===== src/rtl/fetch_stage_pkg.sv =====
// Shared definitions for the instruction-fetch front end: state encodings,
// reset PC default, fetch-to-decode bus width and the next-PC rule.
package fetch_stage_pkg;

    typedef enum logic [1:0] {
        F_REQ  = 2'd0,
        F_WAIT = 2'd1,
        F_HOLD = 2'd2,
        F_IDLE = 2'd3
    } fs_state_e;

    localparam logic [31:0] RESET_PC_DEF    = 32'h1c00_0000;
    localparam int          FS_TO_DS_BUS_WD = 64;

    // Redirect targets are word-aligned by clearing the low two bits; pc+4 wraps mod 2^32.
    function automatic logic [31:0] next_pc(input logic [31:0] pc,
                                            input logic        taken,
                                            input logic [31:0] target);
        return taken ? (target & 32'hFFFF_FFFC) : pc + 32'd4;
    endfunction

endpackage


===== src/rtl/fetch_stage.sv =====
// Instruction-fetch front end: owns the PC, reads one instruction from the
// inst SRAM, hands {pc, inst} to decode and waits for the next-PC decision.
module fetch_stage
    import fetch_stage_pkg::*;
#(
    parameter logic [31:0] RESET_PC = RESET_PC_DEF,
    parameter int          SRAM_LAT = 1
) (
    input  logic        clk,
    input  logic        reset,
    output logic        inst_sram_we,
    output logic [31:0] inst_sram_addr,
    output logic [31:0] inst_sram_wdata,
    input  logic [31:0] inst_sram_rdata,
    output logic        fs_to_ds_valid,
    output logic [31:0] fs_pc,
    output logic [31:0] fs_inst,
    input  logic        ds_allowin,
    input  logic        resolve_valid,
    input  logic        resolve_taken,
    input  logic [31:0] resolve_target
);

    localparam logic [2:0] WAIT_INIT = 3'(SRAM_LAT - 1);

    fs_state_e                  state;
    fs_state_e                  state_nxt;
    logic [31:0]                pc;
    logic [31:0]                inst_q;
    logic [2:0]                 wait_cnt;
    logic                       capture;
    logic                       pc_update;
    logic [FS_TO_DS_BUS_WD-1:0] fs_to_ds_bus;

    always_ff @(posedge clk) begin
        if (reset) begin
            state <= F_REQ;
        end else begin
            state <= state_nxt;
        end
    end

    always_comb begin
        state_nxt = state;
        case (state)
            F_REQ:   state_nxt = F_WAIT;
            F_WAIT:  if (wait_cnt == 3'd0) state_nxt = F_HOLD;
            F_HOLD:  if (ds_allowin) state_nxt = F_IDLE;
            F_IDLE:  if (resolve_valid) state_nxt = F_REQ;
            default: state_nxt = F_REQ;
        endcase
    end

    always_comb begin
        fs_to_ds_valid  = (state == F_HOLD);
        capture         = (state == F_WAIT) && (wait_cnt == 3'd0);
        pc_update       = (state == F_IDLE) && resolve_valid;
        inst_sram_we    = 1'b0;
        inst_sram_wdata = 32'd0;
        inst_sram_addr  = pc;
    end

    // Reset also clears pc/inst so an in-flight read is discarded, never delivered.
    always_ff @(posedge clk) begin
        if (reset) begin
            pc       <= RESET_PC;
            inst_q   <= 32'd0;
            wait_cnt <= 3'd0;
        end else begin
            if (state == F_REQ) begin
                wait_cnt <= WAIT_INIT;
            end else if ((state == F_WAIT) && (wait_cnt != 3'd0)) begin
                wait_cnt <= wait_cnt - 3'd1;
            end
            if (capture) begin
                inst_q <= inst_sram_rdata;
            end
            if (pc_update) begin
                pc <= next_pc(pc, resolve_taken, resolve_target);
            end
        end
    end

    assign fs_to_ds_bus = {pc, inst_q};
    assign fs_pc        = fs_to_ds_bus[63:32];
    assign fs_inst      = fs_to_ds_bus[31:0];

endmodule


===== config.mk =====
export PLATFORM = sky130hd
export DESIGN_NAME = fetch_stage
export DESIGN_NICKNAME = d
export VERILOG_FILES = /design/src/rtl/fetch_stage_pkg.sv /design/src/rtl/fetch_stage.sv
export SDC_FILE = /design/constraint.sdc
export NUM_CORES = 1
export LEC_CHECK = 0
export CELL_PAD_IN_SITES_DETAIL_PLACEMENT = 0
export CELL_PAD_IN_SITES_GLOBAL_PLACEMENT = 2
export CORE_MARGIN = 2
export CORE_UTILIZATION = 23
export CTS_BUF_LIST = sky130_fd_sc_hd__clkbuf_8
export DETAILED_ROUTE_END_ITERATION = 8
export PLACE_DENSITY = 0.83
export RECOVER_POWER = 50
export SYNTH_ARGS = -nofsm -noshare
export SYNTH_HDL_FRONTEND = slang
export SYNTH_SLANG_ARGS = --single-unit

===== constraint.sdc =====
create_clock -name clk -period 4.1 [get_ports clk]
set_clock_uncertainty 0.05 [all_clocks]
set_input_delay 0.82 -clock clk [delete_from_list [all_inputs] [get_ports clk]]
set_output_delay 0.82 -clock clk [all_outputs]
set_load 0.01 [all_outputs]

# == Yosys cells after proc, flatten, opt, wreduce, memory -nomap -nowiden ==
# Index checks and enable logic that the tools add are counted.
# totals
register_bits,69
in_bits,69
output_inout_bits,130
# op_classes
n_addsub,2
n_eq_ne,6
muxes,5
n_reduce_logical,8
# ops
op,n
adder 32 x 3 -> 32 bit (second input constant),1
two-way mux 32 bit,1
one-hot mux 2 bit (4 select lines),1
two-way mux 2 bit,3
equality test 2 bit (second input constant),2
!= test 2 x 1 -> 1 bit (second input constant),2
logical AND 1 bit,3
zero test 3 bit,1
AND reduction 3 bit,1
nonzero test 3 bit,1
subtractor 3 x 1 -> 3 bit (second input constant),1
equality test 2 x 1 -> 1 bit (second input constant),1
zero test 2 bit,1
!= test 2 bit (second input constant),1
OR reduction 2 bit,1

# == Longest topological paths before layout ==
# depth
ltp_word,3
depth_mapped,7

# == Worst setup path before layout ==
# No wires, ideal clock.
# synth_path
kind,register to register
start,"reg pc[2], in the netlist fs_pc[2]"
end,"reg pc[30], in the netlist fs_pc[30]"
setup_time_ps,74
t_arrival_ps,1957
required_time_ps,3976
setup_slack_ps,2019
path_stages_with_launch,7
path_cell_list,dfxtp_1 -> ha_1 -> nand4_4 -> nor4_4 -> nand4_1 -> or4_1 -> a31oi_1
# synth_via
elab_chain_len,2
# synth_lines
item,line_no,text
"start, declared",fetch_stage.sv:28,logic [31:0] pc;
"start signal, assigned",fetch_stage.sv:79,"pc <= next_pc(pc, resolve_taken, resolve_target);"
adder 32 x 3 -> 32 bit,fetch_stage_pkg.sv:19,return taken ? (target & 32'hFFFF_FFFC) : pc + 32'd4;
two-way mux 32 bit,fetch_stage_pkg.sv:19,
# No other way between the ends.
# A chain may end at the register's enable or synchronous reset.

# == Worst setup path in the final report ==
# layout_path
start,in resolve_valid
end,"reg pc[17], in the netlist fs_pc[17]"
# layout_via
elab_chain_len,1
# layout_lines
item,line_no,text
"start, declared",fetch_stage.sv:19,"input logic resolve_valid,"
logical AND 1 bit,fetch_stage.sv:57,pc_update = (state == F_IDLE) && resolve_valid;
# No other way between the ends.

==> metrics.md <==
| Metric | Value |
|---|---|
| Outcome | complete, but fails checks |
| Failing checks | capacitance limit, slew limit |
| Pwr/cell area | between 300 and 400 nW/µm² |
| Final Hold Fails | 0 |
| Pin count of the biggest net entering global routing | 40 |
| CTS buffer count | 9 |
| Setup TNS Final | 0 ns |
| Dpl cell area | ~5300 µm² |
| Pleak | between 2 and 2.5 nW |
| Max cap viols | 2 |
| Critical path's top delay family | buffers and inverters |
| Max_slew headroom | -14.7% |
| Final worst path period share | 75.2% |
| Total grt overflow | 0 |
| Drt pass-1 iters | 4 |
| CP max stage delay | approximately 1.2 ns |
| Ant diodes | 0 |
| Crit-path max FO | 35 |
| Peak VDD IR | 0.196 mV |
| DR vias | approximately 3,900 |
| Full die area | between 15,000 and 20,000 µm² |
| Initial antenna violation count | 0 |
| Root buffer cell | clkbuf_8 |
| Core area | ~17,000 µm² |
| Seq/Total Area, Yosys | approximately a third |
| Slowest CP cell | clkbuf_1 |
| Initial Utilization | a little under a quarter |
| Power consumption | 2.10 mW |
| Hold-fix buffers, CTS | 0 |
| Fin. max-slew vios | 74 |
| 1st-iter DRT viols | about 250 |
| Crit-path cells | clkdlybuf4s50_1 -> and2_0 -> clkbuf_1 -> o21ai_0 -> a32o_1 |
| CTS resizes | 0 |
| Achievable Freq | approximately 320 MHz |
| Area grow syn2layout | 40.4% |
| Clock Latency Late Sink | roughly 0.36 ns |
| Dominant synthesized flop cell | dfxtp_1 |
| CTS clk-pin slew, worst paths | about 0.080 ns |
| Global routing usage on met1 | ~18% |
| Asr flop ratio synth | 0% |
| # rows | 47 |
| Most frequent cells in the layout | clkdlybuf4s50_1 (98), nand2_1 (95), dfxtp_1 (67), dlygate4sd3_1 (59), a21oi_1 (55) |
| Worst Tran Pin Value | 1.72 ns |
| Req. time, crit path | approximately 4.3 ns |
| Synth Cell Area | about 3900 µm² |
| Layout cell share with drive strength beyond 1 | under 10% |
| Max Buffers Root-to-Sink | 2 |
| Fin Hold WS | 0.400 ns |
| Setup CP Type | primary input to flop |
| Detail Placement HPWL | between 9000 and 10,000 µm |
| Fillers | 1,795 |
| GR peak layer | met2 |
| GRT Total Usage | around 14% |
| Clock sink total | between 60 and 70 |
| Post-CTS Setup Inserts | 0 |
| Buffers & Inverters on Critical Path | 2 |
| Number of flops mapped to enable cells by yosys | 0 |
| Die W | approximately 140 µm |
| Routed WL per cell | about 15 µm |
| Commonest non-fill, non-tap cell in the layout | clkdlybuf4s50_1 |
| Tmin final | 3.08 ns |
| Syn avg cell area | roughly 7.6 µm² |
| Die Height | 135 µm |
| Hold Crit Class | flop to flop |
| Post-Syn Instances | roughly 520 |
| First-pass GRT wire length | approximately 19,000 µm |
| RD Place Congestion | 0.753 |
| Final Util | between 30% and 40% |
| Unrepaired setup endpoints after global routing | no |
| Drt drc | 0 |
| Final ANT Viol Nets | 0 |
| CTS tree | built |
| Final Instance Area | ~5500 µm² |
| Worst EP arrival | roughly 3.3 ns |
| Routed WL | ~13,000 µm |
| Flip-flop and latch count after synthesis | 67 |
| Startpoint types | primary input |
| # H-tree levels | 3 |
| Port bufs | between 150 and 200 |
| Met3 Track Usage GR | approximately 2.6% |
| Yosys warning count | 0 |
| NumNets Final | around 700 |
| Vias per cell | about 4.6 |
| Setup-failing EPs final | 0 |
| Crit end category | flop |
| Vias in the first global route | 3,477 |
| Count of different cell masters after synthesis | 53 |
| Met2 usage | between 20% and 30% |
| Top Ports | approximately 200 |
## metal layers
layer | share of wire, % | wire length (µm) | vias up
met5 | 0 | 0 | -
met4 | 2.0 | 263 | 0
met3 | 5.3 | 697 | 16
met2 | 49 | 6390 | 136
met1 | 44 | 5810 | 1825
li1 | - | - | 1939
## metrics by stage
step | instances | setup slack, ns
CTS | 854 | 1.57
global route | 854 | 0.788
global placement | 839 | 1.29
detailed placement | 839 | 1.28
floorplan | 557 | 2.02
finish | 854 | 1.02
## synth_stat cells (8+ instances only)
cell type  instances  share of area (%)
a21oi_1           55                7.0
a31oi_1           10                1.6
buf_4             67                 13
clkbuf_1          29                2.8
dfxtp_1           67                 34
ha_1               8                2.5
inv_1             12                1.1
nand2_1           95                9.0
nand3_1           16                2.0
nand4_1           13                2.1
nor2_1            23                2.2
nor3_1            15                1.9
o21ai_0           23                2.9
## cells by family (layout without fill, tap and decap cells)
family,count (synthesis),in the layout,share of synthesized area [%]
fa+ha+maj,8,8,2.53
other cells,1,37,0.0950
simple gates,196,196,24.5
compound gates,126,126,19.3
mux,8,8,2.06
flops,67,67,34.0
xor+xnor,1,1,0.222
buf+inv,114,191,17.3
## state kept, by name, summed over array words and instances (netlist names)
| register | cells |
|---|---|
| fs_pc | 30 |
| wait_cnt | 3 |
| state | 2 |
| fs_inst | 32 |
## layout make-up
type | count | area, µm² | share of cell area (%)
multi-input combinational | 376 | 2060 | 37.1
clock inverter | 6 | 91.3 | 1.65
timing repair buffer | 163 | 1600 | 28.9
tap | 220 | 275 | 4.97
inverter | 13 | 48.8 | 0.880
sequential | 67 | 1340 | 24.2
clock buffer | 9 | 124 | 2.23
## path summary, 6_finish.rpt
check                                              start                        to  slack [ns]  cells past startpoint
worst max register to register     state[0]$_SDFFE_PP0P_    fs_pc[17]$_SDFFE_PP0N_        1.40                      5
worst max-delay path                       resolve_valid    fs_pc[17]$_SDFFE_PP0N_        1.02                      5
worst min register to register  fs_inst[20]$_SDFFE_PP0P_  fs_inst[20]$_SDFFE_PP0P_        0.40                      2
worst min-delay path            fs_inst[20]$_SDFFE_PP0P_  fs_inst[20]$_SDFFE_PP0P_        0.40                      2
## worst reg2reg max path: cells and delay by family, from the launching register on
family | cells | cell delay, ns
buffers and inverters | 1 | 1.20
AOI/OAI and AO/OA | 2 | 0.64
and+or+nand+nor | 1 | 0.13
DFF | 1 | 0.38
adders and majority gates | 1 | 0.20
## power breakdown
| part | internal, mW | switching, mW | leakage, nW | total (mW) |
|---|---|---|---|---|
| combinational | 0.299 | 0.364 | 1.48 | 0.662 |
| clock | 0.340 | 0.280 | 0.0975 | 0.620 |
| sequential | 0.745 | 0.0689 | 0.545 | 0.814 |
Note: power is estimated with default switching activity, not from simulation.
